`src/rtl/call_return_ctrl.sv`:
```
// Call/return sequencer for a return-address stack: pushes the return PC on a call,
// pops it on a return, then issues a one-cycle PC load. All outputs come straight from flops.
module call_return_ctrl #(
  parameter int DEPTH = 8,
  parameter int AW    = 32
) (
  input  logic          clock,
  input  logic          reset,
  input  logic          callReq,
  input  logic          retReq,
  input  logic [AW-1:0] pcCurrent,
  input  logic [AW-1:0] callTarget,
  input  logic          flush,
  input  logic          clearFault,
  input  logic [AW-1:0] stackOut,
  output logic          writeStack,
  output logic          readStack,
  output logic [AW-1:0] stackPc,
  output logic          pcLoad,
  output logic [AW-1:0] pcNext,
  output logic          busy,
  output logic          done,
  output logic          fault,
  output logic [1:0]    faultCode,
  output logic [3:0]    depth
);

  typedef enum logic [2:0] {
    ST_IDLE,
    ST_PUSH,
    ST_POP,
    ST_WAIT,
    ST_LOAD,
    ST_FAULT
  } state_t;

  localparam logic [3:0] DEPTH_MAX = 4'(DEPTH);
  localparam logic [1:0] FC_NONE   = 2'b00;
  localparam logic [1:0] FC_OVER   = 2'b01;
  localparam logic [1:0] FC_UNDER  = 2'b10;

  state_t        state_q;
  logic          write_stack_q;
  logic          read_stack_q;
  logic [AW-1:0] stack_pc_q;
  logic          pc_load_q;
  logic [AW-1:0] pc_next_q;
  logic          busy_q;
  logic          done_q;
  logic          fault_q;
  logic [1:0]    fault_code_q;
  logic [3:0]    depth_q;

  // NOTE: every register here is updated with <= so all of them see the pre-edge
  // values of each other; a blocking = would make the result depend on statement order.
  always_ff @(posedge clock or negedge reset) begin
    if (!reset) begin
      state_q       <= ST_IDLE;
      write_stack_q <= 1'b0;
      read_stack_q  <= 1'b0;
      stack_pc_q    <= '0;
      pc_load_q     <= 1'b0;
      pc_next_q     <= '0;
      busy_q        <= 1'b0;
      done_q        <= 1'b0;
      fault_q       <= 1'b0;
      fault_code_q  <= FC_NONE;
      depth_q       <= '0;
    end else if (flush) begin
      // Abort anything in flight, forget the tracked stack and any fault.
      state_q       <= ST_IDLE;
      write_stack_q <= 1'b0;
      read_stack_q  <= 1'b0;
      pc_load_q     <= 1'b0;
      busy_q        <= 1'b0;
      done_q        <= 1'b0;
      fault_q       <= 1'b0;
      fault_code_q  <= FC_NONE;
      depth_q       <= '0;
    end else begin
      // Strobes are single-cycle unless a branch below re-asserts them.
      write_stack_q <= 1'b0;
      read_stack_q  <= 1'b0;
      pc_load_q     <= 1'b0;
      done_q        <= 1'b0;

      unique case (state_q)
        ST_IDLE: begin
          // A call wins over a simultaneous return; the return is simply dropped.
          if (callReq) begin
            busy_q <= 1'b1;
            if (depth_q < DEPTH_MAX) begin
              state_q       <= ST_PUSH;
              write_stack_q <= 1'b1;
              stack_pc_q    <= pcCurrent + AW'(4);
              pc_next_q     <= callTarget;
              depth_q       <= depth_q + 4'd1;
            end else begin
              state_q      <= ST_FAULT;
              fault_q      <= 1'b1;
              fault_code_q <= FC_OVER;
            end
          end else if (retReq) begin
            busy_q <= 1'b1;
            if (depth_q != 4'd0) begin
              state_q      <= ST_POP;
              read_stack_q <= 1'b1;
              depth_q      <= depth_q - 4'd1;
            end else begin
              state_q      <= ST_FAULT;
              fault_q      <= 1'b1;
              fault_code_q <= FC_UNDER;
            end
          end
        end
        ST_PUSH: begin
          state_q   <= ST_LOAD;
          pc_load_q <= 1'b1;
          done_q    <= 1'b1;
        end
        ST_POP: begin
          state_q <= ST_WAIT;
        end
        ST_WAIT: begin
          // Pop data is valid during this cycle; capture it as the new PC.
          state_q   <= ST_LOAD;
          pc_next_q <= stackOut;
          pc_load_q <= 1'b1;
          done_q    <= 1'b1;
        end
        ST_LOAD: begin
          state_q <= ST_IDLE;
          busy_q  <= 1'b0;
        end
        ST_FAULT: begin
          if (clearFault) begin
            state_q      <= ST_IDLE;
            busy_q       <= 1'b0;
            fault_q      <= 1'b0;
            fault_code_q <= FC_NONE;
          end
        end
        default: begin
          state_q <= ST_IDLE;
          busy_q  <= 1'b0;
        end
      endcase
    end
  end

  assign writeStack = write_stack_q;
  assign readStack  = read_stack_q;
  assign stackPc    = stack_pc_q;
  assign pcLoad     = pc_load_q;
  assign pcNext     = pc_next_q;
  assign busy       = busy_q;
  assign done       = done_q;
  assign fault      = fault_q;
  assign faultCode  = fault_code_q;
  assign depth      = depth_q;

endmodule

```
`config.mk`:
```
export PLATFORM = sky130hd
export DESIGN_NAME = call_return_ctrl
export DESIGN_NICKNAME = d
export VERILOG_FILES = /design/src/rtl/call_return_ctrl.sv
export SDC_FILE = /design/constraint.sdc
export NUM_CORES = 1
export LEC_CHECK = 0
export BUFFER_PORTS_ARGS = -buffer_cell sky130_fd_sc_hd__buf_2
export CORE_MARGIN = 2
export CORE_UTILIZATION = 47
export DETAILED_ROUTE_END_ITERATION = 16
export PLACE_DENSITY = 0.8
export SETUP_SLACK_MARGIN = 0.02
export SLEW_MARGIN = 25
export SYNTH_ARGS = -nofsm -noshare
export SYNTH_HDL_FRONTEND = slang
export SYNTH_SLANG_ARGS = --single-unit
export TNS_END_PERCENT = 50
```
`constraint.sdc`:
```
create_clock -name clock -period 2.6 [get_ports clock]
set_input_delay 0.26 -clock clock [delete_from_list [all_inputs] [get_ports clock]]
set_output_delay 0.26 -clock clock [all_outputs]
set_load 0.1 [all_outputs]
```
**Word level (Yosys, flattened, before mapping)**

Index checks and enable logic that the tools add are counted.
Widths: inputs -> output; s select.

- Bits in registers: 78
- Latch bits: 0
- RAM bits: 0
- Memory bits (read-only): 0
- Bits of input ports: 102
- Output and inout port bits: 76
- Logic and storage cells: 87
- Memories: 0

- Add/subtract/negate cells: 3
- $mul: 0
- Div/mod/pow operators: 0
- Magnitude comparators: 1
- Equal/unequal tests: 12
- Shift operators: 0
- Muxes and demuxes: 45
- Bitwise operators: 1
- Reduce and logical (&&, ||, !) cells: 15

Operators by type and width:

| cell | number |
|---|---|
| $mux 32 | 2 |
| $pmux 32 s2 | 1 |
| $add 32x3->32 const B | 1 |
| $mux 4 | 6 |
| $mux 1 | 20 |
| $mux 3 | 6 |
| $mux 2 | 6 |
| $ne 4x4->1 const B | 3 |
| $pmux 3 s4 | 1 |
| $reduce_and 4->1 | 3 |
| $reduce_bool 3->1 | 3 |
| $eq 3x2->1 const B | 2 |
| $reduce_and 5->1 | 1 |
| $add 4x1->4 const B | 1 |
| $lt 4x4->1 const B | 1 |
| $ne 2x2->1 const B | 2 |
| $pmux 2 s2 | 1 |
| $reduce_bool 2->1 | 2 |
| $reduce_bool 4->1 | 1 |
| $sub 4x1->4 const B | 1 |
| $eq 3x1->1 const B | 1 |
| $eq 3x3->1 const B | 1 |
| $logic_not 3->1 | 1 |
| $ne 3x1->1 const B | 1 |
| 9 further kinds | 9 |

**Longest topological paths before layout**

Gate-level depths: netlist (run 1).

- Depth after elaboration: 6
- Gate-level depth with buffers: 8
- Mapped depth without buffers: 7

**Worst setup path before layout (run 1)**

Ideal clock, no wire load.

- Kind: register to register
- Start: register depth_q[3], in the netlist depth[3]
- End: register depth_q[3], in the netlist depth[3]
- Setup time: 0.131 ns
- Arrival: 2.048 ns
- Data required time: 2.469 ns
- Path slack: 0.420 ns
- Stages on the path, launching flop included: 6
- Buffers on the path: 0
- Clock period less this slack: 2.180 ns
- Cell sequence: dfrtp_1 -> nor4_2 -> nor3b_1 -> o21ai_1 -> mux2i_1 -> nor2_1

- Word-level cells in the longest chain between the ends: 6
- Elaborated cells between the ends (all ways): 13
- Classes of those cells: 2 x add/sub; 1 x order compare; 1 x eq/ne; 6 x mux; 3 x reduce/logical

Ends and longest elaborated chain:

| what | RTL line | RTL |
|---|---|---|
| from (decl) | 52 | `logic [3:0] depth_q;` |
| from (signal assigned) | 97 | `depth_q <= depth_q + 4'd1;` |
| from (signal assigned) | 108 | `depth_q <= depth_q - 4'd1;` |
| $sub 4x1->4 | 108 |  |
| $mux 4 | 105 | `if (depth_q != 4'd0) begin` |
| $mux 4 | 103 | `end else if (retReq) begin` |
| $mux 4 | 90 | `if (callReq) begin` |
| $mux 4 | 87 | `unique case (state_q)` |
| $mux 4 | 69 | `end else if (flush) begin` |

Parallel ways exist; a longest one is shown, timed or not. The select of a mux whose other input is x is not followed.
A chain may end at the register's enable or synchronous reset.

**Worst setup path after layout (run 1)**

- Start: register state_q[0]
- End: register stack_pc_q[3], in the netlist stackPc[3]

- Word-level cells in the longest chain between the ends: 2

Ends and longest elaborated chain:

| what | RTL line | RTL |
|---|---|---|
| from (decl) | 42 | `state_t state_q;` |
| from (signal assigned) | 58 | `state_q <= ST_IDLE;` |
| from (signal assigned) | 71 | `state_q <= ST_IDLE;` |
| from (signal assigned) | 93 | `state_q <= ST_PUSH;` |
| $logic_not 3->1 | 87 |  |
| $reduce_and 4->1 (no source line) | n/a |  |
| to (signal assigned) | 95 | `stack_pc_q <= pcCurrent + AW'(4);` |
| to (decl) | 45 | `logic [AW-1:0] stack_pc_q;` |

No other way between the ends.

==> results_dict.tcl, run 1 <==
set metrics [dict create \
    syn_area_per_cell_um2 9.780 \
    wl_per_cell_um 14.20 \
    finalHoldViolCount 0 \
    synth_enable_flop_cells 0 \
    fp.dieH_um 95.69 \
    crit_fanout 61 \
    ys_seq_area_share_pct 49.40 \
    grt_pass1_vias 3206 \
    die_area_um2 9157 \
    clock_latency_ns 0.33 \
    cp_top_family "simple AND/OR/NAND/NOR gates" \
    cpPeakStageDelay_ns 0.63 \
    synthAdderAreaFrac_pct 1.773 \
    synth.top_cell.area_share_pct 49.40 \
    crit_arrival_ns 2.28 \
    dieWidth_um 95.69 \
    synthesis.area_um2 3951 \
    gr-total-overflow 0 \
    port_buffers 177 \
    synth.distinct_cells 41 \
    start_util_pct 48.33 \
    cap_violations 0 \
    grtUsageTotal_pct 20.58 \
    synthCells 404 \
    grt_pass1_wl_um 14660 \
    setup_violations 0 \
    fmaxAchievable_ghz 0.4847 \
    timing.final.crit_share_pct 79.35 \
    clkTransAtPathRegs_ns 0.08 \
    antenna_found_initial 0 \
    cts_buffer_depth 2 \
    path_class "flip-flop to flip-flop" \
    cts_buffers 9 \
    critPathCaptureType "flip-flop" \
    slew-limit-headroom_pct 49.93 \
    area_delta_synth_final_pct 28.72 \
    worst_pin_slew_ns 0.7452 \
    antenna_left 0 \
    slowest_stage "nor4_1" \
    synthMuxAreaShare_pct 9.721 \
    io_pins 178 \
    synth_top_family_by_area "simple AND/OR/NAND/NOR gates" \
    fin_worst_skew_ns 0.009911 \
    dp_hpwl_um 7293 \
    period_needed_ns 2.063 \
    cts_sinks 78 \
    rows 33 \
    cts-root-buf "clkbuf_8" \
    synth-compound-area-share_pct 11.56 \
    hold_class "primary input to flip-flop" \
    rsz0062_at_grt "no" \
    drv_slew 0 \
    core_um2 8175 \
    worst-path-buf-inv 1 \
    htreeDepth 3 \
    drive_above_1_share_pct 35.69 \
    synth-main-ff-cell "dfrtp_1" \
    first_pass_iters 5 \
    globalplace.congestion 0.8990 \
    num_antenna_cells 0 \
    synthTopCellsByArea "dfrtp_1 (49%), mux2i_1 (8.9%), xor2_1 (4.9%)" \
    ys_ff_latch 78 \
    synth_common_cells "dfrtp_1 (78), nand2_1 (42), nor2_1 (41)" \
    wl_um 9729 \
    tritoncts "built" \
    syn-num-nets 511 \
    yosys_warnings 0 \
    post_cts_resized 0 \
    synth_top_area_cell "dfrtp_1" \
    status "completed" \
    synth-simple-area-share_pct 17.04 \
    synth_xor_area_share_pct 6.871 \
    path_cells "nor4_1 -> nand2_1 -> buf_4 -> mux2_2" \
    drt_iter0_drc 181 \
    via_count 3566 \
    synth_most_common_cell "dfrtp_1" \
    fin_nets 682 \
    crit_path_start_kind "flip-flop" \
    grt_max_degree 79 \
    vias_per_cell 5.206 \
    async_reset_ff_share_pct 100.0 \
    setup_tns_ns 0 \
    drc 0 \
    required_ns 2.82 \
]
cells in the final DEF, fill, tap and decap left out, types with 3 or more instances in the layout:
cell type and count:
nor2_1 41, o41ai_1 3, nand4_1 13, nand3_1 13
ha_1 4, xnor2_1 9, inv_1 7, mux2_2 3
buf_2 176, dfrtp_1 78, a21oi_1 37, nand2_1 42
clkinv_2 4, o21ai_0 32, or2_2 4, xor2_1 22
and3_1 6, mux2i_1 35, nor3_1 7, buf_4 4
nor4_1 4, clkbuf_8 9
flip-flops by register name, summed over array words and instances (netlist names):
register    cells
state_q         3
depth           4
done            1
busy            1
writeStack      1
faultCode       2
pcNext         32
readStack       1
stackPc        32
fault           1
worst register-to-register path, cell delays in order (launching register included):
cell	delay (ns)
dfrtp_1	0.50
nor4_1	0.63
nand2_1	0.13
buf_4	0.32
mux2_2	0.36
kinds of logic (layout without fill, tap and decap cells):
family,Yosys count,count (layout)
buf+inv,29,205
xor+xnor,31,31
simple gates,141,141
mux,38,38
flops,78,78
compound gates,82,82
fa+ha+maj,5,5
final cells by class:
cell class	count	area [µm²]
Fill cell	690	3089
Clock buffer	9	123.9
Sequential cell	78	1952
Clock inverter	7	65.06
Inverter	7	26.28
Timing Repair Buffer	182	932.1
Tap cell	105	131.4
Multi-Input combinational cell	297	1856
repair_timing:
action	4_1_cts	5_1_grt
hold endpoints to repair	0	21
hold buffers	0	1
setup buffers	0	0
path summary, 6_finish.rpt:
| kind | startpoint | end | slack [ns] | depth (start not counted) |
|---|---|---|---|---|
| max in group asynchronous | reset | pcNext[8] | 1.60 | 2 |
| worst min register to register | stackPc[30] | stackPc[30] | 0.48 | 2 |
| worst max register to register | state_q[0] | stackPc[3] | 0.54 | 4 |
| worst max-delay path | state_q[0] | stackPc[3] | 0.54 | 4 |
| min in group asynchronous | reset | pcNext[22] | 0.52 | 2 |
| worst min-delay path | pcCurrent[1] | stackPc[1] | 0.15 | 2 |
through the flow:
step,setup WS (ns),hold WS (ns),area (µm²),cells,util [%]
after floorplan,0.4203,-0.03559,3951,404,-
after global placement,0.6286,0.4580,4883,668,59.73
after detailed placement,0.5499,0.4669,4883,668,59.73
after CTS,0.5232,0.1035,5072,684,62.04
after global routing,0.3257,0.1258,5086,685,62.21
final,0.5370,0.1540,5086,685,62.21
routing by layer:
layer / up-vias / track usage, % / routed length, µm
li1: 1756 / - / -
met4: 0 / 5.238 / 98
met5: - / 0 / 0
met3: 11 / 8.144 / 1032
met2: 167 / 34.21 / 4586
met1: 1632 / 25.10 / 4010
Power of run 1 is left out: the tool's default activity adds up to more than one toggle a clock period on the data nets, which glitch-free logic cannot reach.
==> run 2, diff against run 1 <==
--- a/config.mk
+++ b/config.mk
@@ -7,9 +7,9 @@
 export LEC_CHECK = 0
 export BUFFER_PORTS_ARGS = -buffer_cell sky130_fd_sc_hd__buf_2
 export CORE_MARGIN = 2
-export CORE_UTILIZATION = 47
+export CORE_UTILIZATION = 43
 export DETAILED_ROUTE_END_ITERATION = 16
-export PLACE_DENSITY = 0.8
+export PLACE_DENSITY = 0.77
 export SETUP_SLACK_MARGIN = 0.02
 export SLEW_MARGIN = 25
 export SYNTH_ARGS = -nofsm -noshare
==> constraint.sdc (replaced) <==
create_clock -name clock -period 1.7 [get_ports clock]
set_input_delay 0.17 -clock clock [delete_from_list [all_inputs] [get_ports clock]]
set_output_delay 0.17 -clock clock [all_outputs]
set_load 0.1 [all_outputs]
==> results_dict.tcl, run 2 (same netlist as run 1, synthesis figures left out) <==
set metrics [dict create \
    worst_pin_slew_ns 0.5134 \
    use_met1_pct 23.44 \
    crit_path_start_kind "flip-flop" \
    final.setup.worst_slack_ns 0.007918 \
    drive_above_1_share_pct 40.40 \
    period_needed_ns 1.692 \
    cap_violations 0 \
    globalRouteMet2Util_pct 37.32 \
    grt_pass1_wl_um 16570 \
    grt_pass1_vias 3647 \
    start_util_pct 44.87 \
    hold_ws_ns 0.05134 \
    required_ns 1.92 \
    use_met3_pct 6.894 \
    wl_per_cell_um 15.32 \
    clkTransAtPathRegs_ns 0.09 \
    cts_buffers 9 \
    drv_slew 0 \
    num_antenna_cells 0 \
    whs_path_depth 2 \
    antenna_found_initial 0 \
    cts-root-buf "clkbuf_8" \
    cp_top_family "simple AND/OR/NAND/NOR gates" \
    rows 34 \
    rsz0062_at_grt "yes" \
    reg2reg_to "depth[3]" \
    wl_um 10910 \
    dieWidth_um 99.86 \
    path_cells "nor4_4 -> nor3b_2 -> o21ai_2 -> mux2i_1 -> nor2_1" \
    cpPeakStageDelay_ns 0.51 \
    busiest_layer "met2" \
    io_pins 178 \
    slew-limit-headroom_pct 65.78 \
    dp_hpwl_um 7890 \
    grt_max_degree 62 \
    htreeDepth 3 \
    drt_iter0_drc 141 \
    core_um2 8806 \
    area_delta_synth_final_pct 39.39 \
    dp_slack_ns -0.01207 \
    crit_arrival_ns 1.91 \
    placed_area_um2 5077 \
    first_pass_iters 4 \
    final_common_cell "buf_2" \
    fp.dieH_um 99.86 \
    fin_area_um2 5508 \
    min-delay-start "pcCurrent[1]" \
    via_count 3744 \
    slowest_stage "dfrtp_4" \
    status "completed" \
    grtUsageTotal_pct 20.60 \
    fmaxAchievable_ghz 0.5910 \
    clock_latency_ns 0.34 \
    critPathCaptureType "flip-flop" \
    drc 0 \
    tritoncts "built" \
    globalplace.congestion 0.8331 \
    fin_nets 706 \
    die_area_um2 9972 \
    hold_end "stackPc[1]" \
    final_cell_mix "buf_2 (176), dfrtp_1 (73), nand2_1 (42)" \
    timing.final.crit_share_pct 99.53 \
    gr-total-overflow 0 \
    cts_buffer_depth 2 \
    r2r_slack_ns 0.008 \
    vias_per_cell 5.258 \
    finalHoldViolCount 0 \
    worst-path-buf-inv 0 \
    path_class "flip-flop to flip-flop" \
    r2r-start "depth[0]" \
    hold_class "primary input to flip-flop" \
    crit_fanout 5 \
    worst-r2r-cell-count 5 \
    fin_worst_skew_ns 0.01256 \
    port_buffers 177 \
    antenna_left 0 \
    cts_sinks 78 \
    setup_violations 0 \
]
[run 2: cell count changes in the layout (fill, tap and decap cells not counted), moves of 3 or more]
cell,delta
a21oi_2,+3
clkbuf_16,+3
dfrtp_1,-5
buf_4,+14
dfrtp_4,+4
buf_12,+4
a21oi_1,-3
[run 2: stage by stage]
| step | instances | TNS (ns) | utilization, % |
|---|---|---|---|
| CTS | 708 | 0 | 61.41 |
| detailed placement | 684 | -0.04936 | 57.66 |
| global placement | 684 | 0 | 57.66 |
| global route | 712 | -0.8765 | 62.55 |
| finish | 712 | 0 | 62.55 |
| floorplan | 404 | -1.032 | - |
[run 2: per-layer routing]
| layer | wire length (µm) | up-vias |
|---|---|---|
| met5 | 0 | - |
| met4 | 157 | 0 |
| met3 | 1085 | 16 |
| met2 | 5483 | 180 |
| met1 | 4184 | 1752 |
| li1 | - | 1796 |
[run 2: how the worst max path moves through the flow]
stage,start,endpoint,cells after the start
CTS,depth[2],depth[3],5
finish,depth[0],depth[3],5
detailed placement,state_q[2],pcNext[24],6
global placement,state_q[2],pcNext[0],6
floorplan,depth[2],depth[3],5
global route,state_q[1],faultCode[1],7
[run 2: final cells by class]
| class | count | area [µm²] |
|---|---|---|
| clock inverter | 4 | 70.07 |
| sequential | 78 | 1968 |
| multi-input combinational | 297 | 1904 |
| timing repair buffer | 206 | 1259 |
| inverter | 7 | 26.28 |
| clock buffer | 12 | 145.1 |
| fill | 723 | 3298 |
| tap | 108 | 135.1 |
[run 2: timing repair]
| action | CTS | global route |
|---|---|---|
| cloned | 2 | 3 |
| endpoints found under the hold margin | 37 | 0 |
| gates resized for setup | 6 | 5 |
| buffers inserted | 5 | 1 |
| hold buffers | 1 | 0 |
| endpoints found under the setup margin | 35 | 38 |
| pin swaps | 3 | 5 |
Power of run 2 is left out for the same reason.
